**src/rtl/piano_pkg.sv**
```systemverilog
// Shared constants and bit-vector helpers for the piano front-end.
package piano_pkg;

   localparam int NUM_KEYS         = 8;
   localparam int DEBOUNCE_DEFAULT = 2_000_000;

   typedef logic [NUM_KEYS-1:0] key_vec_t;

   function automatic logic [3:0] popcount8(input logic [7:0] v);
      logic [3:0] c;
      c = '0;
      for (int i = 0; i < 8; i++) c = c + {3'b000, v[i]};
      return c;
   endfunction

   function automatic logic is_onehot(input logic [7:0] v);
      return popcount8(v) == 4'd1;
   endfunction

endpackage

```
**src/rtl/key_debounce_if.sv**
```systemverilog
// Button-side inputs and conditioned key outputs of the debounce stage.
interface key_debounce_if;
   import piano_pkg::*;

   key_vec_t key_raw;
   key_vec_t key;
   logic     key_valid;
   logic     press_pulse;
   logic     multi;

   modport slave  (input  key_raw, output key, key_valid, press_pulse, multi);
   modport master (output key_raw, input  key, key_valid, press_pulse, multi);

endinterface

```
**src/rtl/debounce_bit.sv**
```systemverilog
// One button: two-flop synchroniser, persistence counter and accepted level.
module debounce_bit #(
   parameter int DEBOUNCE_CYCLES = 2_000_000
) (
   input  logic clk,
   input  logic rst,
   input  logic din,
   output logic dout
);

   localparam int              CNT_W   = $clog2(DEBOUNCE_CYCLES);
   localparam logic [CNT_W-1:0] CNT_MAX = CNT_W'(DEBOUNCE_CYCLES - 1);

   logic [1:0]       sync_q;
   logic             stab_q, stab_d;
   logic [CNT_W-1:0] cnt_q, cnt_d;

   // Count only while the synchronised level disagrees; any agreement restarts.
   always_comb begin
      stab_d = stab_q;
      cnt_d  = '0;
      if (sync_q[1] != stab_q) begin
         if (cnt_q < CNT_MAX) cnt_d = cnt_q + 1'b1;
         else                 stab_d = sync_q[1];
      end
   end

   always_ff @(posedge clk) begin
      if (rst) begin
         sync_q <= '0;
         stab_q <= 1'b0;
         cnt_q  <= '0;
      end else begin
         sync_q <= {sync_q[0], din};
         stab_q <= stab_d;
         cnt_q  <= cnt_d;
      end
   end

   assign dout = stab_q;

endmodule

```
**src/rtl/key_debounce.sv**
```systemverilog
// Eight debounced buttons reduced to a registered one-hot key, press strobe and multi flag.
module key_debounce
   import piano_pkg::*;
#(
   parameter int DEBOUNCE_CYCLES = DEBOUNCE_DEFAULT
) (
   input  logic           clk,
   input  logic           rst,
   key_debounce_if.slave  kif
);

   key_vec_t   stab;
   key_vec_t   key_q, key_d;
   logic       valid_q, valid_d;
   logic       pulse_q, pulse_d;
   logic       multi_q, multi_d;
   logic [3:0] n_held;

   for (genvar g = 0; g < NUM_KEYS; g++) begin : g_bit
      debounce_bit #(.DEBOUNCE_CYCLES(DEBOUNCE_CYCLES)) u_db (
         .clk  (clk),
         .rst  (rst),
         .din  (kif.key_raw[g]),
         .dout (stab[g])
      );
   end

   // Comparing against the registered key catches none->one, multi->one and one->other.
   always_comb begin
      n_held  = popcount8(stab);
      valid_d = is_onehot(stab);
      key_d   = valid_d ? stab : '0;
      multi_d = n_held >= 4'd2;
      pulse_d = valid_d && (stab != key_q);
   end

   always_ff @(posedge clk) begin
      if (rst) begin
         key_q   <= '0;
         valid_q <= 1'b0;
         pulse_q <= 1'b0;
         multi_q <= 1'b0;
      end else begin
         key_q   <= key_d;
         valid_q <= valid_d;
         pulse_q <= pulse_d;
         multi_q <= multi_d;
      end
   end

   assign kif.key         = key_q;
   assign kif.key_valid   = valid_q;
   assign kif.press_pulse = pulse_q;
   assign kif.multi       = multi_q;

endmodule

```
**src/flat_wrapper.sv**
```systemverilog
// flat-port wrapper written by rule: the top's interface ports become plain ports
module key_debounce_flat import piano_pkg::*;
#(
   parameter int DEBOUNCE_CYCLES = DEBOUNCE_DEFAULT
)
  (clk, rst, kif_key_raw, kif_key, kif_key_valid, kif_press_pulse, kif_multi);
  key_debounce_if kif_i ();
  input  logic clk;
  input  logic rst;
  input wire logic [$bits(kif_i.key_raw)-1:0] kif_key_raw;
  output wire logic [$bits(kif_i.key)-1:0] kif_key;
  output wire logic [$bits(kif_i.key_valid)-1:0] kif_key_valid;
  output wire logic [$bits(kif_i.press_pulse)-1:0] kif_press_pulse;
  output wire logic [$bits(kif_i.multi)-1:0] kif_multi;
  assign kif_i.key_raw = kif_key_raw;
  assign kif_key = kif_i.key;
  assign kif_key_valid = kif_i.key_valid;
  assign kif_press_pulse = kif_i.press_pulse;
  assign kif_multi = kif_i.multi;
  key_debounce #(.DEBOUNCE_CYCLES(DEBOUNCE_CYCLES)) u_core (.clk(clk), .rst(rst), .kif(kif_i));
endmodule
```
**config.mk**
```make
export PLATFORM = sky130hd
export DESIGN_NAME = key_debounce_flat
export DESIGN_NICKNAME = d
export VERILOG_FILES = /design/src/rtl/piano_pkg.sv /design/src/rtl/key_debounce_if.sv /design/src/rtl/debounce_bit.sv /design/src/rtl/key_debounce.sv /design/src/flat_wrapper.sv
export SDC_FILE = /design/constraint.sdc
export NUM_CORES = 1
export LEC_CHECK = 0
export CAP_MARGIN = 20
export CORE_AREA = 2 2 159 146
export CTS_CLUSTER_SIZE = 20
export DETAILED_ROUTE_END_ITERATION = 16
export DIE_AREA = 0 0 161 148
export PLACE_DENSITY = 0.61
export SETUP_SLACK_MARGIN = 0.1
export SLEW_MARGIN = 25
export SYNTH_ARGS = -nofsm -noshare
export SYNTH_HDL_FRONTEND = slang
export SYNTH_SLANG_ARGS = --single-unit
```
**constraint.sdc**
```tcl
create_clock -name clk -period 5.6 [get_ports clk]
set_clock_uncertainty 0.1 [all_clocks]
set_input_delay 1.68 -clock clk [delete_from_list [all_inputs] [get_ports clk]]
set_output_delay 1.68 -clock clk [all_outputs]
set_load 0.1 [all_outputs]
```
==> impl_metrics.yaml <==
logic_synthesis:
  synth_edf_count: 0
  syn-mean-instance-area_um2: 8.93
  yosys_warnings: 0
  yosysMostFrequentCell: "dfxtp_1"
  ys.flop_type: "dfxtp_1"
  synth_top_cells_by_area: "dfxtp_1, xor2_1, nor2_1, xnor2_1, nand3_1"
  syn_area_mm2: 0.00872
  async_reset_ff_frac: 0
  synthCells: 976
  synth_top_area_share: 0.466
  syn-num-nets: 1001
  yosysUniqueCellTypes: 52
  ys_ff_latch: 203
  synth_commonest_cells: "dfxtp_1, nor2_1, xor2_1"
  yosys.area.top_type: "dfxtp_1"
  synth_seq_area_share: 0.466
run:
  maxCapViolations: 0
sta:
  setup_viol: 0
  slew_violations: 0
  layout_min_cycle_time_ps: 3850
  worst_pin_slew_ps: 1010
  finalHoldViolCount: 0
  min_period_over_period: 0.687
  slew_headroom: 0.326
  setup_tns_ps: 0
  rsz0062_at_grt: "false"
  fmax_mhz: 260
detailed_routing:
  postRouteAntennaNets: 0
  vias: 6329
  wl_per_cell_um: 11.8
  via_per_inst: 4.82
  wirelength_um: 15500
  drtIter0Drc: 400
  route.detailed.drc: 0
  first_pass_iters: 4
min_path:
  min_path_type: "reg2reg"
  hold_end: "u_core.g_bit[4].u_db.sync_q[1]$_SDFF_PP0_"
  hold_depth: 1
  hp-start: "u_core.g_bit[4].u_db.sync_q[0]$_SDFF_PP0_"
floorplanning:
  die_w_um: 161
  row_count: 52
  io_pins: 21
  initial_core_util: 0.394
  die_y_um: 148
  core-area_mm2: 0.0221
  die-area_mm2: 0.0238
clock_network:
  clk_latency_ps: 500
  cts_tree: "built"
  cts-hold-fix-buffers: 0
  cts_buffers: 22
  cts_setup_buffers: 0
  cts_sinks: 203
  htreeDepth: 1
  path_clk_slew_ps: 60
  cts_resized: 0
  cts_buffer_depth: 3
  cts_root_buf: "clkbuf_16"
grt:
  grt_usage: 0.132
  grt_max_degree: 36
  grt_pass1_wl_um: 27100
  antenna_found_initial: 0
  grt_pass1_vias: 5888
  grt-ovfl-total: 0
critical_path:
  crit_arrival_ps: 2070
  start_kind: "flop"
  crit_type: "reg2out"
  setup.worst_path.end_class: "output port"
  crit_fanout: 2
  worstReg2RegEnd: "u_core.kif.press_pulse$_SDFF_PP0_"
  reg2reg_depth: 10
  critical-path-top-delay-family: "buffers and inverters"
  reg2reg_from: "u_core.g_bit[0].u_db.dout$_SDFFE_PP0P_"
  rrSetupSlack_ps: 1810
  critical_path_buf_inv_count: 1
  critPathSlowestCell: "clkdlybuf4s50_1"
  slowest_delay_ps: 1160
  critPathRequiredTime_ps: 3820
  crit_chain: "clkdlybuf4s50_1"
placement:
  globalplace.congestion: 0.770
  placed_cells: 1273
  dp.final_hpwl_um: 10400
  io_buffers: 20
final_layout:
  fill_cells: 2182
  drive_gt1_frac: 0.0689
  antenna_cells: 0
  final_cell_count_no_fill: 1313
  area_growth_pct: 13.8
  layout.nets: 1025
power:
  power_density_mw_per_mm2: 298
  worst_ir_drop_vdd_mv: 0.185
  p_leak_uw: 0.00325
run_status:
  status: "completed"
## worst max path at each step
stage                                                       from  cells past startpoint                                       end  slack (ps)
after floorplan           u_core.g_bit[1].u_db.dout$_SDFFE_PP0P_                     10         u_core.kif.press_pulse$_SDFF_PP0_        2220
after global placement                                       rst                      5  u_core.g_bit[1].u_db.cnt_q[9]$_SDFF_PP0_        1860
after detailed placement                                     rst                      5  u_core.g_bit[1].u_db.cnt_q[9]$_SDFF_PP0_        1800
after CTS                           u_core.kif.key[5]$_SDFF_PP0_                      1                                kif_key[5]        1730
after global routing      u_core.g_bit[0].u_db.dout$_SDFFE_PP0P_                     10         u_core.kif.press_pulse$_SDFF_PP0_        1570
final                               u_core.kif.key[7]$_SDFF_PP0_                      1                                kif_key[7]        1750
## cell usage in the layout, fill, tap and decap left out, types with 2 or more instances in the layout
cell and n:
dfxtp_1 203, nor2_1 185, xor2_1 97, nand3_1 73
xnor2_1 62, nand2_1 59, nand4_1 35, inv_1 30
and3_1 23, clkbuf_16 23, nor3_1 22, nor2_2 21
clkdlybuf4s50_1 19, nor2b_1 18, nor4_1 18, a21oi_1 12
and4_1 11, ha_1 11, o21ai_0 9, or4_1 8
a31oi_1 6, o211ai_1 5, clkbuf_1 5, and2_1 4
o21a_1 4, fa_1 4, clkbuf_8 4, clkinv_2 4
or4_4 3, nor4b_1 2, o31ai_1 2, or4b_2 2
o31a_1 2, or3_1 2, mux2i_1 2, or3b_2 2
nor4bb_1 2, bufinv_16 2
## flip-flops by register name (all words and copies together), names as in the netlist
| signal | cells |
|---|---|
| u_core.kif.multi | 1 |
| u_core.kif.key_valid | 1 |
| u_core.kif.press_pulse | 1 |
| u_core.g_bit.u_db.cnt_q | 168 |
| u_core.g_bit.u_db.sync_q | 16 |
| u_core.kif.key | 8 |
| u_core.g_bit.u_db.dout | 8 |
## report_power, final
| group | total, µW | internal, µW | switching [µW] |
|---|---|---|---|
| Sequential | 1460 | 1450 | 3.89 |
| Combinational | 31.3 | 11.9 | 19.4 |
| Clock | 1470 | 898 | 572 |
| Total | 2960 | 2360 | 595 |
## per-stage QoR
step / area (µm²) / worst slack, ps / hold slack [ps] / utilization / total power (µW)
after floorplan: 8720 / 2220 / 314 / - / 1510
after global placement: 9170 / 1860 / 318 / 0.415 / 1520
after detailed placement: 9170 / 1800 / 322 / 0.415 / 1520
after CTS: 9920 / 1730 / 336 / 0.448 / 3000
after global routing: 9920 / 1570 / 358 / 0.448 / 3060
final: 9920 / 1750 / 333 / 0.448 / 2960
## kinds of logic after synthesis
logic type | share of synthesized area
AO/OA/AOI/OAI | 0.0380
XOR/XNOR | 0.160
adder cells (fa/ha/maj) | 0.0250
buffers and inverters | 0.0271
flip-flops | 0.466
multiplexers | 0.00230
AND/OR/NAND/NOR | 0.282
## area by class of cell
cell class	instances	area, µm²	area share
multi-input combinational	721	4420	0.446
sequential	203	4060	0.410
clock buffer	32	649	0.0655
tap	297	372	0.0375
timing repair buffer	21	203	0.0204
inverter	31	116	0.0117
clock inverter	8	96.3	0.00971
## routing by layer
layer | global-route usage | share of wire | vias up
met2 | 0.206 | 0.42 | 56
li1 | - | - | 3347
met3 | 0.0208 | 0.023 | 29
met4 | 0.0420 | 0.026 | 0
met5 | 0 | 0 | -
met1 | 0.187 | 0.53 | 2897
## worst register-to-register path, stage by stage, from the launching register on
cell and delay (ps):
dfxtp_1 420, ha_1 270, inv_1 70, fa_1 420, fa_1 450, fa_1 420
fa_1 390, nor4b_1 320, o21ai_1 280, nor3_1 360, a21boi_0 220
No activity file was read; power rests on OpenSTA's default activity.
